## config.mk

```make
export PLATFORM = sky130hd
export DESIGN_NAME = fetch_unit
export DESIGN_NICKNAME = d
export VERILOG_FILES = /design/src/rtl/fetch_unit.sv
export SDC_FILE = /design/constraint.sdc
export NUM_CORES = 2
export LEC_CHECK = 0
export ABC_CLOCK_PERIOD_IN_PS = 2700
export BUFFER_PORTS_ARGS = -buffer_cell sky130_fd_sc_hd__buf_2
export CAP_MARGIN = 40
export CORE_ASPECT_RATIO = 1.1
export CORE_UTILIZATION = 35
export DETAILED_ROUTE_END_ITERATION = 7
export GPL_ROUTABILITY_DRIVEN = 0
export GPL_TIMING_DRIVEN = 0
export PLACE_DENSITY = 0.57
export SLEW_MARGIN = 20
export SYNTH_ARGS = -nofsm -noshare
export SYNTH_HDL_FRONTEND = slang
export SYNTH_SLANG_ARGS = --single-unit
```

## constraint.sdc

```tcl
create_clock -name clk -period 2.7 [get_ports clk]
set_clock_uncertainty 0.1 [all_clocks]
set_input_delay 0 -clock clk [delete_from_list [all_inputs] [get_ports clk]]
set_output_delay 0 -clock clk [all_outputs]
set_load 0.05 [all_outputs]
```

## src/rtl/fetch_unit.sv

```systemverilog
// Instruction sequencer feeding the bitty core; optional local branches under `BRANCH_EN`.
// Latency: start -> run in 2 cycles; done -> next run in 3 cycles.
// Backpressure: one instruction in flight and no new issue until the core returns done.
module fetch_unit #(
  parameter int          ADDR_W     = 8,
  parameter int          DEPTH      = 256,
  parameter logic [15:0] HALT_INSTR = 16'hFFFF
) (
  input  logic              clk,
  input  logic              reset,
  input  logic              start,
  input  logic              prog_we,
  input  logic [ADDR_W-1:0] prog_addr,
  input  logic [15:0]       prog_data,
  input  logic              done,
  input  logic [15:0]       d_out,
  output logic              run,
  output logic [15:0]       d_instr,
  output logic [ADDR_W-1:0] pc,
  output logic              busy,
  output logic              halted
);

  typedef enum logic [2:0] {
    S_IDLE,
    S_FETCH,
    S_ISSUE,
    S_WAIT,
    S_NEXT,
    S_HALTED
  } state_t;

  state_t            state, state_nxt;
  logic [ADDR_W-1:0] pc_nxt;
  logic [15:0]       mem [DEPTH];
  logic              idle_like;

  assign idle_like = (state == S_IDLE) || (state == S_HALTED);
  assign busy      = (state == S_FETCH) || (state == S_ISSUE) ||
                     (state == S_WAIT)  || (state == S_NEXT);
  assign halted    = (state == S_HALTED);

  // Program memory has no reset; writes only land while the sequencer is parked.
  always_ff @(posedge clk) begin
    if (!reset && prog_we && idle_like)
      mem[prog_addr] <= prog_data;
  end

`ifdef BRANCH_EN
  logic [15:0] last_res;
  logic        is_branch;
  logic        take;

  assign is_branch = (d_instr[1:0] == 2'b10);

  always_comb begin
    take = 1'b0;
    case (d_instr[3:2])
      2'b00:   take = (last_res == 16'd0);
      2'b01:   take = (last_res == 16'd1);
      2'b10:   take = (last_res == 16'd2);
      default: take = 1'b0;
    endcase
  end

  always_ff @(posedge clk) begin
    if (reset)
      last_res <= 16'd0;
    else if (state == S_WAIT && done)
      last_res <= d_out;
  end
`else
  logic unused_d_out;
  assign unused_d_out = ^d_out;
`endif

  always_ff @(posedge clk) begin
    if (reset) begin
      state   <= S_IDLE;
      pc      <= '0;
      d_instr <= 16'd0;
    end else begin
      state <= state_nxt;
      pc    <= pc_nxt;
      if (state == S_FETCH)
        d_instr <= mem[pc];
    end
  end

  always_comb begin
    state_nxt = state;
    pc_nxt    = pc;
    run       = 1'b0;
    case (state)
      S_IDLE, S_HALTED: begin
        if (start) begin
          state_nxt = S_FETCH;
          pc_nxt    = '0;
        end
      end
      S_FETCH: state_nxt = S_ISSUE;
      S_ISSUE: begin
        // The halt word is consumed here and never reaches the core.
        if (d_instr == HALT_INSTR)
          state_nxt = S_HALTED;
`ifdef BRANCH_EN
        else if (is_branch) begin
          if (take) begin
            pc_nxt    = d_instr[ADDR_W+3:4];
            state_nxt = S_FETCH;
          end else begin
            state_nxt = S_NEXT;
          end
        end
`endif
        else begin
          run       = 1'b1;
          state_nxt = S_WAIT;
        end
      end
      S_WAIT: begin
        if (done)
          state_nxt = S_NEXT;
      end
      S_NEXT: begin
        pc_nxt    = pc + 1'b1;
        state_nxt = S_FETCH;
      end
      default: state_nxt = S_IDLE;
    endcase
  end

endmodule

```

After elaboration in Yosys (flattened, before gate mapping)
Memory sizes are Yosys's and may differ from the RTL's. A register that Yosys moved wholly into a read port is not among the register bits. Cells that the tools add are included.

Input bits: 45. Flip-flop bits (word level): 11. Memory bits (writable): 4096. Memories: 1. Word-level logic and storage cells: 34.

Memories: mem (words 256, bits a word 16, read ports 1, clocked after memory_dff 1, write ports 1, RTL line 35) `logic [15:0] mem [DEPTH];`.

Reduce and logical (&&, ||, !) cells: 12. Add/subtract/negate cells: 1. Mux-type cells: 10. Eq/ne operators: 8.

Operator list (number): $eq A16 B16 Y1 const B (1); $pmux W8 S2 (1); $pmux W3 S5 (1); $mux W3 (3); $add A8 B1 Y8 const B (1); $mux W8 (1); $eq A3 B2 Y1 const B (2); $eq A3 B3 Y1 const B (2); $logic_or A1 B1 Y1 (4); $mux W1 (4); $ne A2 B2 Y1 const B (2); $reduce_and A2 Y1 (2); $eq A3 B1 Y1 const B (1); $logic_not A3 Y1 (1); $logic_and A1 B1 Y1 (2); $reduce_bool A2 Y1 (1); $reduce_or A2 Y1 (1); $logic_not A1 Y1 (1).

Depth between registers and ports, before layout
Depth after elaboration: 5. Depth in mapped cells: 13. Gate-level depth less buffers: 7.

Worst setup path before layout
No wires, ideal clock.

Path kind: reg-to-reg. Start: register state[0]. End: memory mem[223][0] (enable). Cell stages (with the launch flop): 9. Buffers on the path: 2. Data arrival time: 2.449 ns. Slack: -0.237 ns. Cell sequence: dfxtp_1 > clkbuf_1 > xor2_1 > nor2_1 > nand3b_1 > nor3_1 > nand3_1 > clkbuf_1 > nor2_1.

Cells in the longest elaborated chain, start to end: 5.

Ends and longest elaborated chain: start: declaration (RTL line 33) `state_t state, state_nxt;`; start signal: assignment (RTL line 83) `state <= state_nxt;`; $eq A3 B3 Y1 / $logic_not A3 Y1 (equally long branches) (RTL line 38) `assign idle_like = (state == S_IDLE) || (state == S_HALTED);`; $logic_or A1 B1 Y1 (*) (RTL line 38); $logic_and A1 B1 Y1 (*) (RTL line 45) `if (!reset && prog_we && idle_like)`; $mux W1 (*) (RTL line 45); $mux W1 (not written as such) (*) (RTL line 46) `mem[prog_addr] <= prog_data;`; end: declaration (RTL line 35).

Mark *: on every way between the ends. The rest lies on a longest branch, timed or not.

==> flow_summary.toml <==
[status]
outcome = "complete, but fails checks"
violations = "negative setup slack"

[logic_synthesis]
synth.area.top_cells = "edfxtp_1, mux4_2, mux2i_1, nor2_1, o22ai_1"
synthArstFlopShare = 0
synth.top_cell.area_share = 0.773
yosysSeqAreaShare = 0.777
synth_edf_count = 4096
yosys.area.top_type = "edfxtp_1"
syn-instance-count = 7531
ys_seq_elements = 4123
synth-warning-count = 0
synth_flop_cell = "edfxtp_1"
post_synth.cell_area_avg_um2 = 21.1
syn-cell-area_um2 = 159000
synth_fp_nets = 7577
synth_cell_types = 60

[critical_path]
r2r_start = "pc[0]$_SDFFE_PP0P_"
crit_required_ns = 3.48
crit_fanout = 8
cp-startpoint = "pc[0]$_SDFFE_PP0P_"
crit_chain = "buf_6 > buf_12 > buf_16 > buf_16 > buf_6 > mux4_2 > mux4_2 > o22ai_4 > a21oi_2 > nand4_1 > nand3_1"
arrival_ns = 4.34
path_delay_family = "multiplexers"
crit_path_end_kind = "register"
critical_path_class = "register to register"
cpPeakStageDelay_ns = 0.67
critPathLaunchType = "register"
critical_path_depth = 11
worst_r2r_path_depth = 11
cp_num_buf_inv = 5
crit_slowest_cell = "o22ai_4"

[floorplanning]
ios = 72
coreArea_um2 = 452000
die_width_um = 645
rows = 259
die_area_um2 = 457000
die_h_um = 709
initial_core_util = 0.352

[timing]
finalCriticalPeriod_ns = 3.56
relSlewSlack = 0.115
rsz0062_at_grt = "yes"
setup_viol = 3496
hold_violations = 0
worstMarginPinSlew_ns = 1.32
fin_crit_sh = 1.32
timing.final.ws_setup_ns = -0.855
whs_ns = 0.0380
fmax_ghz = 0.281
fin_tns_setup_ns = -650.33
slew_violations = 0

[global_routing]
overflow = 0
grt_pass1_wl_mm = 744
grt_usage = 0.239
grt_max_degree = 133
grt_pass1_vias = 85900
antenna_found_initial = 36

[drt]
dr.pass1.iters = 7
postRouteAntennaNets = 0
wl_per_cell_um = 37.3
drc = 0
vias_per_cell = 5.90
drt_iter0_markers = 14200
via_count = 89800
wl_mm = 569

[clock_tree]
cts_tree = "done"
clockBufferDepth = 4
clkTransAtPathRegs_ns = 0.06
root_buffer = "clkbuf_16"
clock_latency_ns = 1.03
cts_buffers = 416
clkSinkCount = 4123
htreeDepth = 5

[layout]
drive_above_1_share = 0.365
area_growth_pct = 25.4
nets = 8886

[power_and_ir_drop]
switching_share = 0.208
p_comb_frac = 0.020
vdd_drop_max_v = 0.000602
power.share.clock = 0.444
p_sw_w = 0.0273
power.leakage_nw = 60.8
seq_power_share = 0.536
power.density_nw_per_um2 = 659
internal_power_w = 0.104

[worst_hold_path]
hp-start = "prog_data[5]"
hp-class = "primary input to register"
hold-path-cell-count = 2

[placed_design]
dpl.hpwl_mm = 376
portBuffers = 55
post-place-ws_ns = -2.60

[job]
drv_cap = 0
==> placed cells by master (no fill, tap or decap), types with 90 or more instances in the layout <==
cell type / synthesis / layout
mux4_2: 788 / 788
clkbuf_16: 0 / 442
mux2i_1: 598 / 582
buf_6: 66 / 211
buf_4: 88 / 419
buf_16: 0 / 140
clkinv_1: 2 / 90
buf_12: 2 / 211
nor2_4: 0 / 228
a21oi_1: 128 / 91
nand2_1: 159 / 139
clkbuf_1: 161 / 128
edfxtp_1: 4096 / 4096
==> cells by family (layout without fill, tap and decap cells) <==
kind of cell,after synthesis,in the layout,share of synthesized area
fa+ha+maj,1,1,0.0000787
xor+xnor,4,4,0.000220
mux,1428,1428,0.152
buf+inv,452,2121,0.0172
simple gates,777,777,0.0220
flops,4123,4123,0.777
other cells,0,27,0
compound gates,746,746,0.0317
==> power groups by stage <==
| stage | logic, W | registers (W) | clock network [W] |
|---|---|---|---|
| floorplan | 0.000434 | 0.0718 | 0 |
| global placement | 0.00180 | 0.0721 | 0 |
| detailed placement | 0.00216 | 0.0718 | 0 |
| CTS | 0.00242 | 0.0704 | 0.0587 |
| global route | 0.00266 | 0.0704 | 0.0610 |
| finish | 0.00260 | 0.0704 | 0.0584 |
==> final cells by class <==
class / instances / area (um2)
Tap cell: 6003 / 7510
Fill cell: 37900 / 253000
Buffer: 435 / 5810
Clock inverter: 271 / 2780
Inverter: 11 / 55.1
Timing Repair Buffer: 897 / 11100
Antenna cell: 27 / 67.6
Sequential cell: 4123 / 124000
Clock buffer: 507 / 10900
Multi-Input combinational cell: 2956 / 37700
==> metal layers <==
layer | global-route usage | vias to the layer above | wire length [um]
met5 | 0 | - | 182
met4 | 0.148 | 14 | 44500
met1 | 0.299 | 47400 | 200000
li1 | - | 34400 | -
met2 | 0.367 | 6360 | 255000
met3 | 0.0703 | 1673 | 69300
==> registers in the layout, summed over array words and instances, names as in the netlist <==
register	cells
pc	8
d_instr	16
state	3
mem	4096
==> stage by stage <==
stage / power (W) / area, um2 / cells / utilization
after global placement: 0.0739 / 167000 / 13600 / 0.369
after floorplan: 0.0723 / 159000 / 7531 / -
final: 0.131 / 200000 / 15200 / 0.441
after global routing: 0.134 / 199000 / 15200 / 0.441
after detailed placement: 0.0740 / 173000 / 13900 / 0.383
after CTS: 0.132 / 194000 / 14900 / 0.429
==> cells in the mapped netlist, drive strengths merged, types with 34 or more instances <==
library cell and count:
a22o 37, o21ai 121, a2111oi 34, o22ai 164, o221ai 94, nand3 48
mux4 788, a211oi 50, a21oi 128, mux2i 598, nor3 80, edfxtp 4096
nand2 159, buf 280, mux2 42, nor2 341, clkbuf 161
==> worst paths after layout <==
| kind | slack [ns] | to |
|---|---|---|
| max | -0.86 | d_instr[7]$_SDFFE_PP0P_ |
| min | 0.04 | mem[109][5]$_DFFE_PP_ |
| max reg2reg | -0.86 | d_instr[7]$_SDFFE_PP0P_ |
| min reg2reg | 0.44 | d_instr[2]$_SDFFE_PP0P_ |
==> repair_timing <==
item / CTS / global route
buffers inserted: 176 / 296
hold endpoints to repair: 5573 / 0
endpoints found under the setup margin: 4120 / 4013
hold buffers: 48 / 0
gates cloned: 2 / 19
resized for setup: 1006 / 606
pin swaps: 133 / 148
Note: power is estimated with default switching activity, not from simulation.
